===== config.mk =====
export PLATFORM = sky130hd
export DESIGN_NAME = vco_adc_ctrl_flat
export DESIGN_NICKNAME = d
export VERILOG_FILES = /design/src/rtl/vco_adc_pkg.sv /design/src/rtl/vco_adc_ctrl_if.sv /design/src/rtl/vco_phase_dec.sv /design/src/rtl/vco_adc_ctrl.sv /design/src/flat_wrapper.sv
export SDC_FILE = /design/constraint.sdc
export NUM_CORES = 1
export LEC_CHECK = 0
export CORE_MARGIN = 3
export CORE_UTILIZATION = 45
export CTS_BUF_LIST = sky130_fd_sc_hd__clkbuf_4 sky130_fd_sc_hd__clkbuf_8
export DETAILED_ROUTE_END_ITERATION = 6
export HOLD_SLACK_MARGIN = 0.03
export PLACE_DENSITY = 0.67
export SLEW_MARGIN = 20
export SYNTH_ARGS = -nofsm -noshare
export SYNTH_HDL_FRONTEND = slang
export SYNTH_SLANG_ARGS = --single-unit

===== constraint.sdc =====
create_clock -name clk -period 11.2 [get_ports clk]
set_input_delay 1.12 -clock clk [delete_from_list [all_inputs] [get_ports clk]]
set_output_delay 1.12 -clock clk [all_outputs]
set_load 0.005 [all_outputs]

===== src/rtl/vco_adc_pkg.sv =====
// Shared types and constants for the ring-VCO ADC controller.
package vco_adc_pkg;

  localparam int RING_STATES = 64;  // distinct phases of the 32-stage ring
  localparam int PH_W        = 6;   // bits needed for a phase 0..63
  localparam int SAMP_W      = 32;  // sampler width, one bit per ring stage
  localparam int NIB_N       = SAMP_W / 4;

  typedef enum logic [2:0] {
    IDLE,
    SETTLE,
    PRIME,
    CONV,
    DONE
  } state_t;

  // Forward phase advance between two snapshots; modulo-64 wrap is implicit.
  function automatic logic [PH_W-1:0] phase_delta(input logic [PH_W-1:0] p_now,
                                                  input logic [PH_W-1:0] p_old);
    return p_now - p_old;
  endfunction

endpackage


===== src/rtl/vco_adc_ctrl_if.sv =====
// Control/result bus between a host and the VCO ADC controller.
interface vco_adc_ctrl_if #(
  parameter int ACC_W = 24,
  parameter int WIN_W = 16,
  parameter int SET_W = 8
) ();

  logic             start;
  logic             abort;
  logic [SET_W-1:0] cfg_settle;
  logic [WIN_W-1:0] cfg_win;
  logic             busy;
  logic [ACC_W-1:0] result;
  logic             result_valid;
  logic             result_ready;
  logic             ovf;

  // Host side: issues commands and consumes results.
  modport master (
    output start, abort, cfg_settle, cfg_win, result_ready,
    input  busy, result, result_valid, ovf
  );

  // Controller side.
  modport slave (
    input  start, abort, cfg_settle, cfg_win, result_ready,
    output busy, result, result_valid, ovf
  );

endinterface


===== src/rtl/vco_phase_dec.sv =====
// Bubble-tolerant decode of a 32-bit ring snapshot into a 6-bit phase.
// Counting ones (rather than locating the edge) absorbs sampler bubbles;
// bit 0 tells which half-turn of the ring we are in.
module vco_phase_dec
  import vco_adc_pkg::*;
(
  input  logic [SAMP_W-1:0] samp_word,
  output logic [PH_W-1:0]   phase
);

  logic [2:0]      nib_cnt [NIB_N];
  logic [PH_W-1:0] ones;

  genvar gi;
  generate
    for (gi = 0; gi < NIB_N; gi++) begin : g_nib
      assign nib_cnt[gi] = 3'(samp_word[4*gi])   + 3'(samp_word[4*gi+1]) +
                           3'(samp_word[4*gi+2]) + 3'(samp_word[4*gi+3]);
    end
  endgenerate

  // Sum nibble counts, then fold the falling half-turn onto 33..63.
  always_comb begin
    ones = '0;
    for (int i = 0; i < NIB_N; i++) begin
      ones = ones + PH_W'(nib_cnt[i]);
    end
    if (samp_word[0]) begin
      phase = ones;
    end else begin
      phase = PH_W'(RING_STATES) - ones;
    end
  end

endmodule


===== src/rtl/vco_adc_ctrl.sv =====
// Sequencer for the ring VCO: enable, settle, then accumulate phase
// advance over a window and hand the count out via valid/ready.
module vco_adc_ctrl
  import vco_adc_pkg::*;
#(
  parameter int ACC_W = 24,
  parameter int WIN_W = 16,
  parameter int SET_W = 8
) (
  input  logic              clk,
  input  logic              rst_n,
  input  logic [SAMP_W-1:0] samp,
  output logic              sw_vco,
  vco_adc_ctrl_if.slave     bus
);

  state_t           state_reg,      state_next;
  logic [SAMP_W-1:0] samp_q_reg;
  logic [PH_W-1:0]  p_prev_reg,     p_prev_next;
  logic [ACC_W-1:0] acc_reg,        acc_next;
  logic [ACC_W-1:0] result_reg,     result_next;
  logic             ovf_reg,        ovf_next;
  logic [SET_W-1:0] settle_cnt_reg, settle_cnt_next;
  logic [WIN_W-1:0] win_cnt_reg,    win_cnt_next;
  logic             sw_vco_reg;
  logic             busy_reg;
  logic             valid_reg;

  logic [PH_W-1:0]  phase;
  logic [PH_W-1:0]  delta;
  logic [ACC_W:0]   acc_sum;
  logic             sat_hit;
  logic [ACC_W-1:0] acc_sat;

  vco_phase_dec u_dec (
    .samp_word (samp_q_reg),
    .phase     (phase)
  );

  assign delta   = phase_delta(phase, p_prev_reg);
  assign acc_sum = {1'b0, acc_reg} + (ACC_W+1)'(delta);
  assign sat_hit = acc_sum[ACC_W];
  assign acc_sat = sat_hit ? '1 : acc_sum[ACC_W-1:0];

  // Snapshot the sampler every cycle so the decoder sees a registered word.
  always_ff @(posedge clk or negedge rst_n) begin
    if (!rst_n) begin
      samp_q_reg <= '0;
    end else begin
      samp_q_reg <= samp;
    end
  end

  // State and datapath registers.
  always_ff @(posedge clk or negedge rst_n) begin
    if (!rst_n) begin
      state_reg      <= IDLE;
      p_prev_reg     <= '0;
      acc_reg        <= '0;
      result_reg     <= '0;
      ovf_reg        <= 1'b0;
      settle_cnt_reg <= '0;
      win_cnt_reg    <= '0;
    end else begin
      state_reg      <= state_next;
      p_prev_reg     <= p_prev_next;
      acc_reg        <= acc_next;
      result_reg     <= result_next;
      ovf_reg        <= ovf_next;
      settle_cnt_reg <= settle_cnt_next;
      win_cnt_reg    <= win_cnt_next;
    end
  end

  // Next-state and datapath update; abort wins over everything else.
  always_comb begin
    state_next      = state_reg;
    p_prev_next     = p_prev_reg;
    acc_next        = acc_reg;
    result_next     = result_reg;
    ovf_next        = ovf_reg;
    settle_cnt_next = settle_cnt_reg;
    win_cnt_next    = win_cnt_reg;

    case (state_reg)
      IDLE: begin
        if (bus.start && !bus.abort && (bus.cfg_win != '0)) begin
          state_next      = SETTLE;
          settle_cnt_next = (bus.cfg_settle == '0) ? SET_W'(1) : bus.cfg_settle;
          win_cnt_next    = bus.cfg_win;
          acc_next        = '0;
          ovf_next        = 1'b0;
        end
      end
      SETTLE: begin
        if (settle_cnt_reg <= SET_W'(1)) begin
          state_next = PRIME;
        end else begin
          settle_cnt_next = settle_cnt_reg - SET_W'(1);
        end
      end
      PRIME: begin
        p_prev_next = phase;
        state_next  = CONV;
      end
      CONV: begin
        acc_next    = acc_sat;
        ovf_next    = ovf_reg | sat_hit;
        p_prev_next = phase;
        if (win_cnt_reg == WIN_W'(1)) begin
          state_next  = DONE;
          result_next = acc_sat;
        end else begin
          win_cnt_next = win_cnt_reg - WIN_W'(1);
        end
      end
      DONE: begin
        if (valid_reg && bus.result_ready) begin
          state_next = IDLE;
        end
      end
      default: begin
        state_next = IDLE;
      end
    endcase

    if (bus.abort && (state_reg != IDLE)) begin
      state_next  = IDLE;
      ovf_next    = 1'b0;
      result_next = result_reg;
    end
  end

  // Status outputs are flops decoded from the upcoming state.
  always_ff @(posedge clk or negedge rst_n) begin
    if (!rst_n) begin
      sw_vco_reg <= 1'b0;
      busy_reg   <= 1'b0;
      valid_reg  <= 1'b0;
    end else begin
      sw_vco_reg <= (state_next == SETTLE) || (state_next == PRIME) ||
                    (state_next == CONV);
      busy_reg   <= (state_next != IDLE);
      valid_reg  <= (state_next == DONE);
    end
  end

  assign sw_vco           = sw_vco_reg;
  assign bus.busy         = busy_reg;
  assign bus.result       = result_reg;
  assign bus.result_valid = valid_reg;
  assign bus.ovf          = ovf_reg;

endmodule


===== src/flat_wrapper.sv =====
// flat-port wrapper written by rule: the top's interface ports become plain ports
module vco_adc_ctrl_flat import vco_adc_pkg::*;
#(
  parameter int ACC_W = 24,
  parameter int WIN_W = 16,
  parameter int SET_W = 8
)
  (clk, rst_n, samp, sw_vco, bus_start, bus_abort, bus_cfg_settle, bus_cfg_win, bus_result_ready, bus_busy, bus_result, bus_result_valid, bus_ovf);
  vco_adc_ctrl_if #(.ACC_W(ACC_W), .WIN_W(WIN_W), .SET_W(SET_W)) bus_i ();
  input  logic clk;
  input  logic rst_n;
  input  logic [SAMP_W-1:0] samp;
  output logic sw_vco;
  input wire logic [$bits(bus_i.start)-1:0] bus_start;
  input wire logic [$bits(bus_i.abort)-1:0] bus_abort;
  input wire logic [$bits(bus_i.cfg_settle)-1:0] bus_cfg_settle;
  input wire logic [$bits(bus_i.cfg_win)-1:0] bus_cfg_win;
  input wire logic [$bits(bus_i.result_ready)-1:0] bus_result_ready;
  output wire logic [$bits(bus_i.busy)-1:0] bus_busy;
  output wire logic [$bits(bus_i.result)-1:0] bus_result;
  output wire logic [$bits(bus_i.result_valid)-1:0] bus_result_valid;
  output wire logic [$bits(bus_i.ovf)-1:0] bus_ovf;
  assign bus_i.start = bus_start;
  assign bus_i.abort = bus_abort;
  assign bus_i.cfg_settle = bus_cfg_settle;
  assign bus_i.cfg_win = bus_cfg_win;
  assign bus_i.result_ready = bus_result_ready;
  assign bus_busy = bus_i.busy;
  assign bus_result = bus_i.result;
  assign bus_result_valid = bus_i.result_valid;
  assign bus_ovf = bus_i.ovf;
  vco_adc_ctrl #(.ACC_W(ACC_W), .WIN_W(WIN_W), .SET_W(SET_W)) u_core (.clk(clk), .rst_n(rst_n), .samp(samp), .sw_vco(sw_vco), .bus(bus_i));
endmodule

==> parameters.txt <==
Parameter                              Value

Outcome
  Run status ... finished, final reports clean

Routing
  Drt first-iter violations ... 317
  Drt drc ... 0
  Number of nets with antenna violations after detailed routing ... 0
  Via-per-instance ratio ... 5.51
  Wire per inst ... 15.4 um
  Via count of the routed design ... 5336
  Final Routed Wirelength ... 14900 um
  DRT Pass-1 Iters ... 5

Layout
  Number of flip-flops under the largest register name ... 32
  Total non-filler cell area in the finished layout ... 0.00814 mm2
  Most common library cell in the layout ignoring fill and taps ... dfrtp_1
  Nets@finish ... roughly 890
  Area growth from synthesis to final layout ... 22.6%
  N_diodes ... 0
  Share of cells above drive strength 1 ... under 10%
  Leading cell types in the layout, fill and taps excluded ... dfrtp_1, clkdlybuf4s50_1, nor2_1

CTS
  TritonCTS clock tree ... done
  Latest clock arrival within the worst-skew pair ... ~0.45 ns
  Clk Tree Root Cell ... clkbuf_8
  Number of H-tree levels ... 4
  CTS sink cnt ... ~120
  Max clock buf depth ... 2
  Post-cts repair resize count ... 0
  Buffers inserted during post-CTS setup optimization ... 0
  Hold buffer count at cts ... 0
  Inserted Clock Buffers ... 17
  Clock transition at the register clock pins on the worst setup and hold paths after CTS ... 0.07 ns

Worst setup path
  Worst r2r dst ... u_core.acc_reg[12]
  Register-to-register setup slack ... about 1.7 ns
  Start-to-end type of the worst setup path ... flip-flop to flip-flop
  Arr. time, crit path ... around 10 ns
  R2R cell count ... 29
  Cell type with the highest occurrence count on the critical path ... fa_1
  Start point of the critical path ... u_core.samp_q_reg[0]
  Startpoint of the worst register-to-register path ... u_core.samp_q_reg[0]
  Worst setup SP type ... flip-flop
  Crit path max fanout ... 11
  Timing endpoint of the critical path ... u_core.acc_reg[12]
  Crit. End Element ... flip-flop
  Crit path required time ... 11.54 ns
  Peak per-stage delay on the critical path ... 0.59 ns
  Slowest cell on the critical path ... nor4_4

Synthesis
  Simple-Gate Fraction of Synth Area ... 15.8%
  Synthesis Warnings ... 0
  Post-synth cell types ... between 60 and 70
  Area fraction in compound gates after synthesis ... 17.0%
  Average cell area after synthesis ... 9.59 um2
  Combinational family with the most area after synthesis ... compound AO/OA/AOI/OAI gates
  Post-Synth XOR/XNOR Area ... 3.69%
  Post-synth design cell area ... ~0.0066 mm2
  Sequential area share after synthesis ... 44.1%
  Number of synthesized flops with an enable pin ... 0
  Synthesized-area fraction occupied by adder cells ... 13.4%
  Cell count after synthesis ... 693
  Synthesized netlist net count ... roughly 800
  Synthesis-stage register bit count ... 117
  Proportion of synthesized area in mux cells ... less than 1%
  Most common flop cell mapped by yosys ... dfrtp_1
  Fraction of synthesis flops using an asynchronous set or reset pin ... 100%

STA
  Rel. slew slack ... 32.6%
  Setup Viol. Count Final ... 0
  Final Critical Period ... 9.47 ns
  Number of failing hold endpoints at the final stage ... 0
  FMAX ... 106 MHz
  Max-slew violation count ... 0
  Ratio of final minimum period to clock period ... a little over four fifths
  Final-layout setup total negative slack ... 0 ns
  Unrepaired setup endpoints after global routing ... no
  Clock Skew ... 0.0127 ns
  Worst-Margin Slew ... 1.01 ns

GRT
  Met3 demand-to-capacity share in global routing ... 5.10%
  Antenna violations before repair ... 0
  Met2 track demand over resource ... 31.6%
  Gr ovfl total ... 0
  Global-route layer with the greatest usage ... met2
  Number of global-route vias before repair ... 5314
  Largest net degree at the start of global routing ... 65
  Global-route wire length before repair ... 25000 um
  All-Layer GR Usage ... 19.2%
  Met1 Track Usage GR ... 24.3%

Placed design
  Port buffer count ... 88
  Placed cell area ... 0.00764 mm2
  Placed wire-length estimate after detailed placement ... 11100 um
  RD Place Congestion ... 0.846

Worst hold path
  Path category of the worst min-delay check ... flip-flop to flip-flop

Floorplanning
  FP Rows ... 43
  Placeable Area ... around 0.014 mm2
  Die Y ... 128 um
  I/O pins ... 89
  Area of the die ... 0.0163 mm2
  Initial core utilization ... 47.0%
  Horizontal die dimension ... 128 um

Run
  Max Cap Violations ... 0
==> cells in the mapped netlist, types with 2 or more instances <==
master | count | area (um2)
fa_1 | 27 | 541
a311o_1 | 2 | 20.0
o21a_1 | 4 | 30.0
nor2_1 | 83 | 312
buf_4 | 2 | 15.0
a21o_1 | 7 | 52.6
a211oi_1 | 4 | 30.0
or3_1 | 3 | 18.8
a31oi_1 | 7 | 43.8
clkbuf_1 | 13 | 48.8
a311oi_1 | 6 | 52.6
xor2_1 | 11 | 96.3
ha_1 | 28 | 350
nor4_1 | 10 | 62.6
nor2b_1 | 4 | 25.0
xnor2_1 | 17 | 149
o2bb2ai_1 | 2 | 17.5
inv_1 | 59 | 221
a22o_1 | 2 | 17.5
a31o_2 | 2 | 17.5
dfrtp_1 | 117 | 2930
nand2b_1 | 5 | 31.3
a22oi_1 | 8 | 60.1
a21oi_1 | 54 | 270
and2_1 | 3 | 18.8
and3_1 | 3 | 18.8
o211a_1 | 2 | 20.0
nand3_1 | 19 | 95.1
o31a_1 | 2 | 17.5
a21oi_2 | 2 | 17.5
nor3_1 | 20 | 100
mux2i_1 | 5 | 50.1
nand4_1 | 7 | 43.8
o21ai_1 | 2 | 10.0
buf_2 | 10 | 50.1
o21ai_0 | 64 | 320
o22ai_1 | 2 | 12.5
nand2_1 | 47 | 176
nand4b_1 | 2 | 17.5
or2_1 | 2 | 12.5
o211ai_1 | 2 | 15.0
==> routing by layer <==
layer | share of wire (%) | vias to the layer above | wire length (um)
met2 | 48 | 155 | 7160
li1 | - | 2570 | -
met4 | 1.8 | 0 | 271
met3 | 5.3 | 21 | 784
met5 | 0 | - | 0
met1 | 45 | 2590 | 6670
==> worst max-delay path, delay by kind of cell (launching register included) <==
family / cells / cell delay (ns)
AO/OA/AOI/OAI: 5 / 1.22
XOR/XNOR: 1 / 0.15
adder cells (fa/ha/maj): 13 / 5.52
buffers and inverters: 4 / 0.27
flip-flops: 1 / 0.44
multiplexers: 1 / 0.21
AND/OR/NAND/NOR: 5 / 1.55
==> area by class of cell <==
class | count | area (um2)
clock buffers | 19 | 262
clock inverters | 13 | 228
fillers | 1250 | 6010
inverters | 59 | 221
multi-input cells | 491 | 3390
flip-flops and latches | 117 | 2930
well taps | 180 | 225
repair buffers | 90 | 893
==> stage by stage <==
stage,utilization (%),cells,setup WS [ns],hold slack (ns)
global placement,54.0,937,1.66,0.469
detailed placement,54.0,937,1.41,0.476
global route,57.5,969,1.25,0.526
finish,57.5,969,1.73,0.486
CTS,57.5,969,1.39,0.497
floorplan,-,693,2.67,0.456
==> kinds of logic after synthesis <==
family | count (synthesis)
AO/OA/AOI/OAI | 184
XOR/XNOR | 28
adder cells (fa/ha/maj) | 55
buffers and inverters | 85
flip-flops | 117
multiplexers | 6
AND/OR/NAND/NOR | 218
==> how the worst min path moves through the flow <==
stage	depth (start not counted)	slack [ns]	to	startpoint
3_5_place_dp	1	0.48	u_core.win_cnt_reg[9]	u_core.win_cnt_reg[9]
6_report	2	0.49	u_core.bus.result[1]	u_core.bus.result[1]
4_1_cts	1	0.50	u_core.win_cnt_reg[9]	u_core.win_cnt_reg[9]
2_1_floorplan	1	0.46	u_core.acc_reg[2]	u_core.acc_reg[2]
5_1_grt	2	0.53	u_core.bus.result[5]	u_core.bus.result[5]
3_3_place_gp	2	0.47	u_core.bus.result[20]	u_core.bus.result[20]
Power is left out: the tool's default activity adds up to more than one toggle a clock period on the data nets, which glitch-free logic cannot reach.
